===== src/rtl/demux8_nbit_sync_pkg.sv =====
// Shared definitions for the 8-channel bus-select return path.
// The channel count, the index width and the demux FSM encoding live here.
package demux8_nbit_sync_pkg;

    localparam int unsigned NUM_CHAN = 8;
    localparam int unsigned CHAN_W   = 3;

    typedef logic [CHAN_W-1:0] chan_t;

    typedef enum logic {
        StIdle = 1'b0,
        StHold = 1'b1
    } state_e;

endpackage


===== src/rtl/demux8_nbit_sync_wait_timer.sv =====
// 8-bit wait counter with synchronous clear and enable.
// terminal flags the last permitted wait cycle (count == TIMEOUT-1).
module demux8_nbit_sync_wait_timer #(
    parameter int unsigned TIMEOUT = 255
) (
    input  logic clk,
    input  logic rst,
    input  logic clr,
    input  logic en,
    output logic terminal
);

    logic [7:0] cnt_q;

    always_ff @(posedge clk or negedge rst) begin
        if (!rst) begin
            cnt_q <= 8'd0;
        end else if (clr) begin
            cnt_q <= 8'd0;
        end else if (en) begin
            cnt_q <= cnt_q + 8'd1;
        end
    end

    assign terminal = (cnt_q == 8'(TIMEOUT - 1));

endmodule


===== src/rtl/demux8_nbit_sync.sv =====
// Registered 1-to-8 demultiplexer with per-channel valid/ready.
// A word that is not taken within TIMEOUT cycles is dropped and flagged.
module demux8_nbit_sync
    import demux8_nbit_sync_pkg::*;
#(
    parameter int unsigned WIDTH   = 2,
    parameter int unsigned TIMEOUT = 255
) (
    input  logic                      clk,
    input  logic                      rst,
    input  logic [WIDTH-1:0]          data_in,
    input  logic [CHAN_W-1:0]         sel,
    input  logic                      valid_in,
    output logic                      ready_out,
    output logic [NUM_CHAN*WIDTH-1:0] data_out,
    output logic [NUM_CHAN-1:0]       valid_out,
    input  logic [NUM_CHAN-1:0]       ready_in,
    output logic                      timeout_err,
    output logic [CHAN_W-1:0]         err_chan
);

    state_e              state_q;
    chan_t               active_q;
    logic [NUM_CHAN-1:0] valid_q;
    logic                terr_q;
    chan_t               err_chan_q;
    logic [WIDTH-1:0]    chan_data_q [NUM_CHAN];

    logic accept;
    logic transfer;
    logic terminal;

    assign accept   = valid_in && (state_q == StIdle);
    assign transfer = (state_q == StHold) && ready_in[active_q];

    // Counting stops at the terminal value, so the 8-bit counter never wraps.
    demux8_nbit_sync_wait_timer #(
        .TIMEOUT (TIMEOUT)
    ) u_wait_timer (
        .clk      (clk),
        .rst      (rst),
        .clr      (accept),
        .en       ((state_q == StHold) && !transfer && !terminal),
        .terminal (terminal)
    );

    always_ff @(posedge clk or negedge rst) begin
        if (!rst) begin
            state_q    <= StIdle;
            active_q   <= '0;
            valid_q    <= '0;
            terr_q     <= 1'b0;
            err_chan_q <= '0;
        end else begin
            terr_q <= 1'b0;
            unique case (state_q)
                StIdle: begin
                    if (valid_in) begin
                        state_q  <= StHold;
                        active_q <= sel;
                        valid_q  <= NUM_CHAN'(1) << sel;
                    end
                end
                StHold: begin
                    // A transfer in the terminal cycle takes priority over the drop.
                    if (ready_in[active_q]) begin
                        state_q <= StIdle;
                        valid_q <= '0;
                    end else if (terminal) begin
                        state_q    <= StIdle;
                        valid_q    <= '0;
                        terr_q     <= 1'b1;
                        err_chan_q <= active_q;
                    end
                end
            endcase
        end
    end

    for (genvar k = 0; k < NUM_CHAN; k++) begin : g_chan
        always_ff @(posedge clk or negedge rst) begin
            if (!rst) begin
                chan_data_q[k] <= '0;
            end else if (accept && (sel == chan_t'(k))) begin
                chan_data_q[k] <= data_in;
            end
        end
        assign data_out[k*WIDTH +: WIDTH] = chan_data_q[k];
    end

    // Held low while reset is asserted; otherwise a pure decode of the state.
    assign ready_out   = rst && (state_q == StIdle);
    assign valid_out   = valid_q;
    assign timeout_err = terr_q;
    assign err_chan    = err_chan_q;

endmodule


===== config.mk =====
export PLATFORM = sky130hd
export DESIGN_NAME = demux8_nbit_sync
export DESIGN_NICKNAME = d
export VERILOG_FILES = /design/src/rtl/demux8_nbit_sync_pkg.sv /design/src/rtl/demux8_nbit_sync_wait_timer.sv /design/src/rtl/demux8_nbit_sync.sv
export SDC_FILE = /design/constraint.sdc
export NUM_CORES = 1
export LEC_CHECK = 0
export ABC_AREA = 1
export ABC_CLOCK_PERIOD_IN_PS = 2510
export BUFFER_PORTS_ARGS = -buffer_cell sky130_fd_sc_hd__buf_2
export CORE_MARGIN = 5
export CORE_UTILIZATION = 50
export DETAILED_ROUTE_END_ITERATION = 16
export HOLD_SLACK_MARGIN = 0.02
export PLACE_DENSITY_LB_ADDON = 0.15
export SLEW_MARGIN = 20
export SYNTH_ARGS = -nofsm -noshare
export SYNTH_HDL_FRONTEND = slang
export SYNTH_HIERARCHICAL = 1
export SYNTH_SLANG_ARGS = --single-unit

===== constraint.sdc =====
create_clock -name clk -period 2.51 [get_ports clk]
set_input_delay 0.502 -clock clk [delete_from_list [all_inputs] [get_ports clk]]
set_output_delay 0.502 -clock clk [all_outputs]
set_load 0.005 [all_outputs]

=== Yosys cells after proc, flatten, opt, wreduce, memory -nomap -nowiden ===
Cells that the tools add are included.

* Reduce and logical (&&, ||, !) cells: 20
* Bitwise gates (word level): 2
* Order comparisons: 1
* Mux-type cells: 15
* Equality and inequality tests: 10
* Shift-type cells: 1
* Add/subtract/negate cells: 1

{| class="wikitable"
|+ Operator list
! cell !! number
|-
| $mux 8 || 5
|-
| $pmux 8 s2 || 1
|-
| $logic_and 1x1->1 || 13
|-
| $eq 3x3->1 const B || 4
|-
| $add 8x1->8 const B || 1
|-
| $eq 8x8->1 const B || 1
|-
| $shl 1x3->8 const A || 1
|-
| $mux 1 || 7
|-
| $eq 3x2->1 const B || 2
|-
| $lt 3x4->1 const B || 1
|-
| $reduce_and 2->1 || 2
|-
| $bmux 1 s3 || 1
|-
| $eq 3x1->1 const B || 1
|-
| $logic_not 3->1 || 1
|-
| $ne 3x1->1 const B || 1
|-
| $reduce_and 3->1 || 1
|-
| $logic_not 1->1 || 2
|-
| $ne 2x2->1 const B || 1
|-
| $not 1->1 || 2
|-
| $pmux 1 s2 || 1
|-
| $reduce_bool 2->1 || 1
|}

* Register bits after elaboration: 40
* Output and inout port bits: 29
* Logic and storage cells: 64
* Input bits: 16

=== Logic depth before layout (Yosys ltp) ===
Gate-level depths: netlist (run 1).

* Depth in word-level cells: 8
* Mapped depth: 13
* Mapped depth without buffers: 13

=== Cells and area by module ===
The synthesis (run 1) kept the hierarchy.

{| class="wikitable"
|+ By module, submodules not included
! module !! instances !! area an instance (µm²) !! cells an instance !! seq. area each (µm²)
|-
| demux8_nbit_sync || 1 || 1365.1 || 154 || 800.8
|-
| demux8_nbit_sync_wait_timer || 1 || 466.7 || 59 || 200.2
|}

=== Least setup slack after synthesis (run 1) ===
No wires, ideal clock.

* Path kind: reg-to-reg
* Start: register u_wait_timer.cnt_q[0]
* End: register u_wait_timer.cnt_q[2]
* Arrival: 1736 ps
* Required time: 2381 ps
* Cell stages (with the launch flop): 12
* Period minus slack after synthesis: 1865 ps
* Slack: 645 ps
* Path buffers: 0
* Cells stage by stage: dfrtp_1 -> inv_1 -> ha_1 -> nand3_1 -> nor3_1 -> nor2_1 -> nand2_4 -> inv_2 -> nor2_4 -> nor2_4 -> o21ai_0 -> a21oi_1

* Cells in the longest elaborated chain, start to end: 4

{| class="wikitable"
|+ RTL lines
! what !! line !! text
|-
| from (decl) || demux8_nbit_sync_wait_timer.sv:13 || <nowiki>logic [7:0] cnt_q;</nowiki>
|-
| from (signal assigned) || demux8_nbit_sync_wait_timer.sv:21 || <nowiki>cnt_q <= cnt_q + 8'd1;</nowiki>
|-
| $eq 8x8->1 || demux8_nbit_sync_wait_timer.sv:25 || <nowiki>assign terminal = (cnt_q == 8'(TIMEOUT - 1));</nowiki>
|-
| net terminal || demux8_nbit_sync.sv:31 || <nowiki>logic terminal;</nowiki>
|-
| $logic_not 1->1 || demux8_nbit_sync.sv:43 || <nowiki>.en ((state_q == StHold) && !transfer && !terminal),</nowiki>
|-
| $logic_and 1x1->1 || demux8_nbit_sync.sv:43 ||
|-
| $reduce_bool 2->1 (no line) || -- ||
|}

The timed path passes the listed nets, and every way through them passes these cells. The select of a mux whose other input is x is not followed.
A chain may end at the register's enable or synchronous reset.

=== Final worst setup path (run 1) ===
* Start: register u_wait_timer.cnt_q[0]
* End: register u_wait_timer.cnt_q[7]

Same word-level chain as after synthesis.

==> results.sh, run 1 <==
export IMPL_rsz0062_at_grt="no"
export IMPL_cts_root_buf="clkbuf_8"
export IMPL_relSlewSlack_pct=66.8
export IMPL_endpoint_kind="flop"
export IMPL_initial_core_util_pct=50.8
export IMPL_cts_hold_buf=0
export IMPL_worstPathArrival_ns=2.05
export IMPL_p_clk_share_pct=20.9
export IMPL_multi_input_area_sq_um=709
export IMPL_seqCellArea_sq_um=1000
export IMPL_fillerInstances=363
export IMPL_synth_top_flop_cell="dfrtp_1"
export IMPL_synth_compound_area_share_pct=7.10
export IMPL_cts_max_level=2
export IMPL_max_freq_mhz=544
export IMPL_wl_per_cell_um=12.1
export IMPL_status="completed"
export IMPL_criticalPathCategory="flop to flop"
export IMPL_ys_ff_latch=40
export IMPL_globalRouteTotalUtil_pct=17.0
export IMPL_drtIter0Drc=56
export IMPL_critPathMaxFanout=6
export IMPL_drt_wl_total_um=3810
export IMPL_muxShareOfSynthArea_pct=0
export IMPL_max_stage_delay_ns=0.35
export IMPL_clock_skew_ns=0.00547
export IMPL_yosysTopAreaCell="dfrtp_1"
export IMPL_ys_seq_area_share_pct=54.6
export IMPL_rows=22
export IMPL_p_per_area_nw_per_um2=970
export IMPL_grt_ovfl_total=0
export IMPL_min_delay_path_class="input pin to asynchronous set/reset pin"
export IMPL_p_leak_nw=1.25
export IMPL_tns_ns=0
export IMPL_synth_most_common_cell="nand2_1"
export IMPL_numCtsBuffers=5
export IMPL_syn2layout_area_growth_pct=21.4
export IMPL_pin_count=45
export IMPL_max_cap_viol_count=0
export IMPL_synth_top_cell_area_share_pct=54.6
export IMPL_ir_drop_v=0.000580
export IMPL_power_switching_mw=0.805
export IMPL_pwr_share_comb_pct=33.5
export IMPL_synth_nets=231
export IMPL_synth_cells=213
export IMPL_avgSynthCellArea_sq_um=8.60
export IMPL_place_congestion=0.775
export IMPL_diodes=0
export IMPL_clock_path_buffers=2
export IMPL_netlist_top_cells_count="nand2_1, dfrtp_1, inv_1"
export IMPL_synth_xor_area_share_pct=0
export IMPL_final_layout_size_suffix_gt1_share_pct=30.0
export IMPL_syn_area_sq_um=1830
export IMPL_tritoncts="yes"
export IMPL_crit_required_ns=2.72
export IMPL_port_buffers=44
export IMPL_synth_edf_count=0
export IMPL_core_sq_um=3610
export IMPL_ant_nets=0
export IMPL_grt_max_degree=41
export IMPL_startpoint_type="flop"
export IMPL_synthSimpleGateAreaFrac_pct=30.3
export IMPL_layout_nets=284
export IMPL_finalCritPeriodShare_pct=73.3
export IMPL_total_power_mw=2.16
export IMPL_drt_pass1_iterations=4
export IMPL_grt_pass1_vias=1434
export IMPL_synthTopCellsByArea="dfrtp_1, nand2_1, inv_1"
export IMPL_synth_cell_types=20
export IMPL_post_cts_resized=0
export IMPL_grt_pass1_wl_um=6670
export IMPL_drc=0
export IMPL_dpl_hpwl_um=2790
export IMPL_setup_viol=0
export IMPL_die_area_sq_um=4970
export IMPL_hold_viol=0
export IMPL_yosysWarnings=6
export IMPL_period_needed_ns=1.84
export IMPL_async_flop_share_pct=100
export IMPL_path_cells="inv_1 -> ha_1 -> nand3_1 -> nor3_1 -> buf_4 -> nor2_1 -> nand2_4 -> inv_2 -> nor2_4 -> nor2_4 -> nand3_1 -> nand2_1 -> inv_1 -> nor2_1"
export IMPL_worst_pin_slew_ns=0.498
export IMPL_insertion_delay_ns=0.29
export IMPL_cts_setup_buffers=0
export IMPL_slew_viol_final=0
export IMPL_via_per_inst=4.78
export IMPL_seqPwrFrac_pct=45.6
export IMPL_die_h_um=70.5
export IMPL_antenna_found_initial=0
export IMPL_switching_share_pct=37.3
export IMPL_synth_adder_area_share_pct=1.37
export IMPL_p_int_mw=1.35
export IMPL_die_w_um=70.5
export IMPL_via_count=1506
export IMPL_slowest_stage="dfrtp_1"
export IMPL_fin_hold_ws_ns=0.287
export IMPL_synth_top_family_by_area="simple AND/OR/NAND/NOR gates"
export IMPL_clk_pin_slew_worst_paths_ns=0.08
export IMPL_cts_sinks=40
[power by group through the flow]
stage               logic [mW]  clock network [mW]  registers, mW
finish                   0.723               0.451          0.984
global route             0.824               0.502           1.03
CTS                      0.740               0.465          0.985
detailed placement       0.731                   0          0.996
global placement         0.720                   0          0.994
floorplan                0.444                   0          0.993
[cell type report]
cell class                 instances  area share [%]
inverter                          32            5.46
clock inverter                     2           0.675
multi-input combinational        141            31.9
tap                               48            2.70
clock buffer                       6            3.71
sequential                        40            45.0
timing repair buffer              46            10.6
[layer usage]
layer | wire [um] | GRT usage [%]
met2 | 1790 | 25.5
met1 | 1750 | 23.2
met4 | 63 | 6.38
met3 | 204 | 5.47
met5 | 0 | 0
[worst max-delay path, delay by kind of cell, from the launching register on]
| family | cells | cell delay, ns |
|---|---|---|
| buf+inv | 4 | 0.35 |
| flops | 1 | 0.35 |
| fa+ha+maj | 1 | 0.20 |
| simple gates | 9 | 0.85 |
[placed cells by master (no fill, tap or decap), types with 2 or more instances in the layout]
master	synthesis	routed
a21oi_1	5	5
buf_2	0	44
buf_4	0	2
clkbuf_8	0	6
clkinvlp_4	0	2
dfrtp_1	40	40
ha_1	2	2
inv_1	23	23
inv_2	7	7
nand2_1	66	66
nand2_2	6	6
nand2_4	2	2
nand3_1	12	12
nand3_2	4	4
nand4_1	4	4
nor2_1	12	12
nor2_4	4	4
o21ai_0	5	5
o21ai_1	16	16
[cells by family (layout without fill, tap and decap cells)]
family,after synthesis,in the layout
AO/OA/AOI/OAI,26,26
adder cells (fa/ha/maj),2,2
buffers and inverters,32,86
flip-flops,40,40
AND/OR/NAND/NOR,113,113
[stage by stage]
stage | utilization [%] | setup WS (ns) | instances | instance area (sq um)
after detailed placement | 59.0 | 0.687 | 307 | 2130
after global routing | 61.7 | 0.479 | 315 | 2220
after global placement | 59.0 | 0.769 | 307 | 2130
after floorplan | - | 0.645 | 213 | 1830
final | 61.7 | 0.670 | 315 | 2220
after CTS | 61.7 | 0.647 | 315 | 2220
[worst paths after layout]
path / slack [ns] / start / end / cells past startpoint
max: 0.67 / u_wait_timer/cnt_q[0] / u_wait_timer/cnt_q[7] / 14
min: 0.29 / rst / timeout_err / 2
max reg2reg: 0.67 / u_wait_timer/cnt_q[0] / u_wait_timer/cnt_q[7] / 14
min reg2reg: 0.47 / valid_out[0] / valid_out[0] / 2
max in group asynchronous: 1.88 / rst / valid_out[2] / 2
min in group clk: 0.47 / valid_out[0] / valid_out[0] / 2
[state kept, by name (all words and copies together), names as in the netlist]
register,cells
active_q,3
data_out,16
err_chan,3
state_q,1
timeout_err,1
u_wait_timer/cnt_q,8
valid_out,8
No activity file was read; power rests on OpenSTA's default activity.
==> run 2, diff against run 1 <==
ABC_AREA = 0   (was 1)
ABC_CLOCK_PERIOD_IN_PS = 1600   (was 2510)
CORE_UTILIZATION = 47   (was 50)
clock period = 1.6 ns   (was 2.51 ns; I/O delays follow)
==> results.sh, run 2 <==
export IMPL_status="finished with violations"
export IMPL_violations="negative setup slack"
export IMPL_rr_startpoint="active_q[0]"
export IMPL_synth_nets=166
export IMPL_worstPathArrival_ns=2.05
export IMPL_core_sq_um=3660
export IMPL_final_common_cell="buf_2"
export IMPL_rsz0062_at_grt="yes"
export IMPL_critPathMaxFanout=5
export IMPL_min_delay_path_class="input pin to asynchronous set/reset pin"
export IMPL_place_area_sq_um=2150
export IMPL_muxShareOfSynthArea_pct=14.9
export IMPL_synth_compound_area_share_pct=6.68
export IMPL_synth_cells=148
export IMPL_port_buffers=44
export IMPL_period_needed_ns=1.87
export IMPL_stdcell_area_sq_um=2320
export IMPL_relSlewSlack_pct=66.5
export IMPL_slew_viol_final=0
export IMPL_endpoint_kind="flop"
export IMPL_grt_pass1_vias=1451
export IMPL_grt_pass1_wl_um=6560
export IMPL_tns_ns=-4.04
export IMPL_wl_met3_um=261
export IMPL_synth_edf_count=0
export IMPL_slowest_stage="mux4_2"
export IMPL_final_layout_size_suffix_gt1_share_pct=48.6
export IMPL_pwr_share_comb_pct=37.0
export IMPL_synth_most_common_cell="dfrtp_1"
export IMPL_crit_required_ns=1.78
export IMPL_async_flop_share_pct=100
export IMPL_layout_nets=231
export IMPL_p_per_area_nw_per_um2=1580
export IMPL_cts_max_level=2
export IMPL_r2r_cells=7
export IMPL_syn_area_sq_um=1780
export IMPL_path_cells="mux2i_2 -> mux4_2 -> and3_4 -> nand4_4 -> buf_4 -> xor2_1 -> nor2_1"
export IMPL_worst_slack_ns=-0.269
export IMPL_diodes=0
export IMPL_r2r_end="u_wait_timer/cnt_q[3]"
export IMPL_tritoncts="yes"
export IMPL_worst_pin_slew_ns=0.502
export IMPL_switching_share_pct=31.3
export IMPL_fin_hold_ws_ns=0.0926
export IMPL_max_cap_viol_count=0
export IMPL_synthSimpleGateAreaFrac_pct=15.0
export IMPL_max_freq_mhz=535
export IMPL_rrSetupSlack_ns=-0.27
export IMPL_clock_path_buffers=2
export IMPL_drt_pass1_iterations=4
export IMPL_synth_adder_area_share_pct=1.41
export IMPL_p_int_mw=2.51
export IMPL_netlist_top_cells_count="dfrtp_1, mux2_2, nand2_1"
export IMPL_layout_common_cells="buf_2, dfrtp_1, mux2_2"
export IMPL_die_w_um=71.6
export IMPL_drtIter0Drc=70
export IMPL_globalRouteTotalUtil_pct=16.1
export IMPL_total_power_mw=3.66
export IMPL_grt_ovfl_total=0
export IMPL_dpl_hpwl_um=2870
export IMPL_clock_skew_ns=0.00523
export IMPL_synth_top_flop_cell="dfrtp_1"
export IMPL_cts_sinks=40
export IMPL_clk_pin_slew_worst_paths_ns=0.08
export IMPL_rows=22
export IMPL_criticalPathCategory="flop to flop"
export IMPL_p_clk_share_pct=21.8
export IMPL_initial_core_util_pct=48.6
export IMPL_numCtsBuffers=5
export IMPL_largest_reg_flops=16
export IMPL_insertion_delay_ns=0.29
export IMPL_ys_seq_area_share_pct=56.2
export IMPL_cts_root_buf="clkbuf_8"
export IMPL_drt_wl_total_um=3780
export IMPL_ys_ff_latch=40
export IMPL_synth_xor_area_share_pct=1.97
export IMPL_synth_cell_types=32
export IMPL_syn2layout_area_growth_pct=30.1
export IMPL_via_per_inst=5.07
export IMPL_p_leak_nw=1.14
export IMPL_power_switching_mw=1.14
export IMPL_place_congestion=0.799
export IMPL_yosysWarnings=6
export IMPL_wl_met1_um=1460
export IMPL_avgSynthCellArea_sq_um=12.0
export IMPL_grt_max_degree=41
export IMPL_synth_top_cell_area_share_pct=56.2
export IMPL_startpoint_type="flop"
export IMPL_pin_count=45
export IMPL_ant_nets=0
export IMPL_wl_per_cell_um=14.4
export IMPL_synth_top_family_by_area="simple AND/OR/NAND/NOR gates"
export IMPL_setup_viol=20
export IMPL_die_h_um=71.6
export IMPL_yosysTopAreaCell="dfrtp_1"
export IMPL_drc=0
export IMPL_maxUsedRoutingLayer="met4"
export IMPL_antenna_found_initial=0
export IMPL_max_stage_delay_ns=0.48
export IMPL_synthTopCellsByArea="dfrtp_1, mux2_2, nand2_1"
export IMPL_hold_viol=0
export IMPL_wl_met2_um=2020
export IMPL_die_area_sq_um=5120
export IMPL_via_count=1329
export IMPL_finalCritPeriodShare_pct=117
export IMPL_ir_drop_v=0.00108
export IMPL_seqPwrFrac_pct=41.1
[run 2: changes by cell type in the layout (fill, tap and decap cells not counted), moves of 3 or more]
cell and change:
mux2_2 +18, o21ai_0 -4, a21oi_1 -3, o21ai_1 -11, nand2_1 -52, inv_2 -7, xor2_1 +3, nand2_2 -6
nand3_1 -8, mux2i_1 +3, nor2_4 -4, inv_1 -11, buf_4 +15
[run 2: through the flow]
stage	cells	setup WS, ns	util (%)
6_report	262	-0.269	63.3
5_1_grt	262	-0.321	63.3
4_1_cts	262	-0.222	62.5
3_5_place_dp	252	-0.317	58.7
3_3_place_gp	252	-0.199	58.7
2_1_floorplan	148	-0.263	-
[run 2: how the worst max path moves through the flow]
stage                 from                     to  slack [ns]  cells after the start
2_1_floorplan  active_q[0]  u_wait_timer/cnt_q[5]       -0.26                      8
3_3_place_gp   active_q[0]  u_wait_timer/cnt_q[7]       -0.20                      6
3_5_place_dp   active_q[0]  u_wait_timer/cnt_q[5]       -0.32                      6
4_1_cts        active_q[0]  u_wait_timer/cnt_q[5]       -0.22                      6
5_1_grt        active_q[0]  u_wait_timer/cnt_q[3]       -0.32                      7
6_report       active_q[0]  u_wait_timer/cnt_q[3]       -0.27                      7
[run 2: metal layers]
layer / GRT usage, % / vias to the layer above
met5: 0 / -
met4: 3.76 / 0
met3: 5.75 / 6
met2: 28.3 / 31
met1: 18.8 / 655
li1: - / 637
[run 2: layout make-up]
| class | count | area, sq um |
|---|---|---|
| timing repair buffer | 61 | 348 |
| sequential | 40 | 1000 |
| multi-input combinational | 93 | 753 |
| tap | 48 | 60.1 |
| clock inverter | 2 | 35.0 |
| inverter | 12 | 45.0 |
| clock buffer | 6 | 72.6 |
| fill | 290 | 1350 |
[run 2: power groups by stage]
stage | registers (mW) | clock network (mW) | logic, mW
after detailed placement | 1.52 | 0 | 1.28
after CTS | 1.50 | 0.818 | 1.36
after floorplan | 1.56 | 0 | 0.679
after global placement | 1.49 | 0 | 1.24
final | 1.50 | 0.798 | 1.35
after global routing | 1.56 | 0.859 | 1.49
[run 2: critical path: cells and delay by family (launching register included)]
family        cells  cell delay (ns)
buf+inv           1             0.13
mux               2             0.65
xor+xnor          1             0.13
simple gates      3             0.39
flops             1             0.46
[run 2: what timing repair did]
item                       CTS  global route
gates cloned                 0             0
pin swaps                    5             4
gates resized for setup      8             9
hold buffers                 0             0
buffers inserted             2             0
setup endpoints to repair   20            23
[run 2: cells by family after synthesis]
family / Yosys count
AOI/OAI and AO/OA: 18
xor gates and xnor gates: 4
adders and majority gates: 2
buffers and inverters: 15
DFF: 40
muxes: 23
and+or+nand+nor: 46
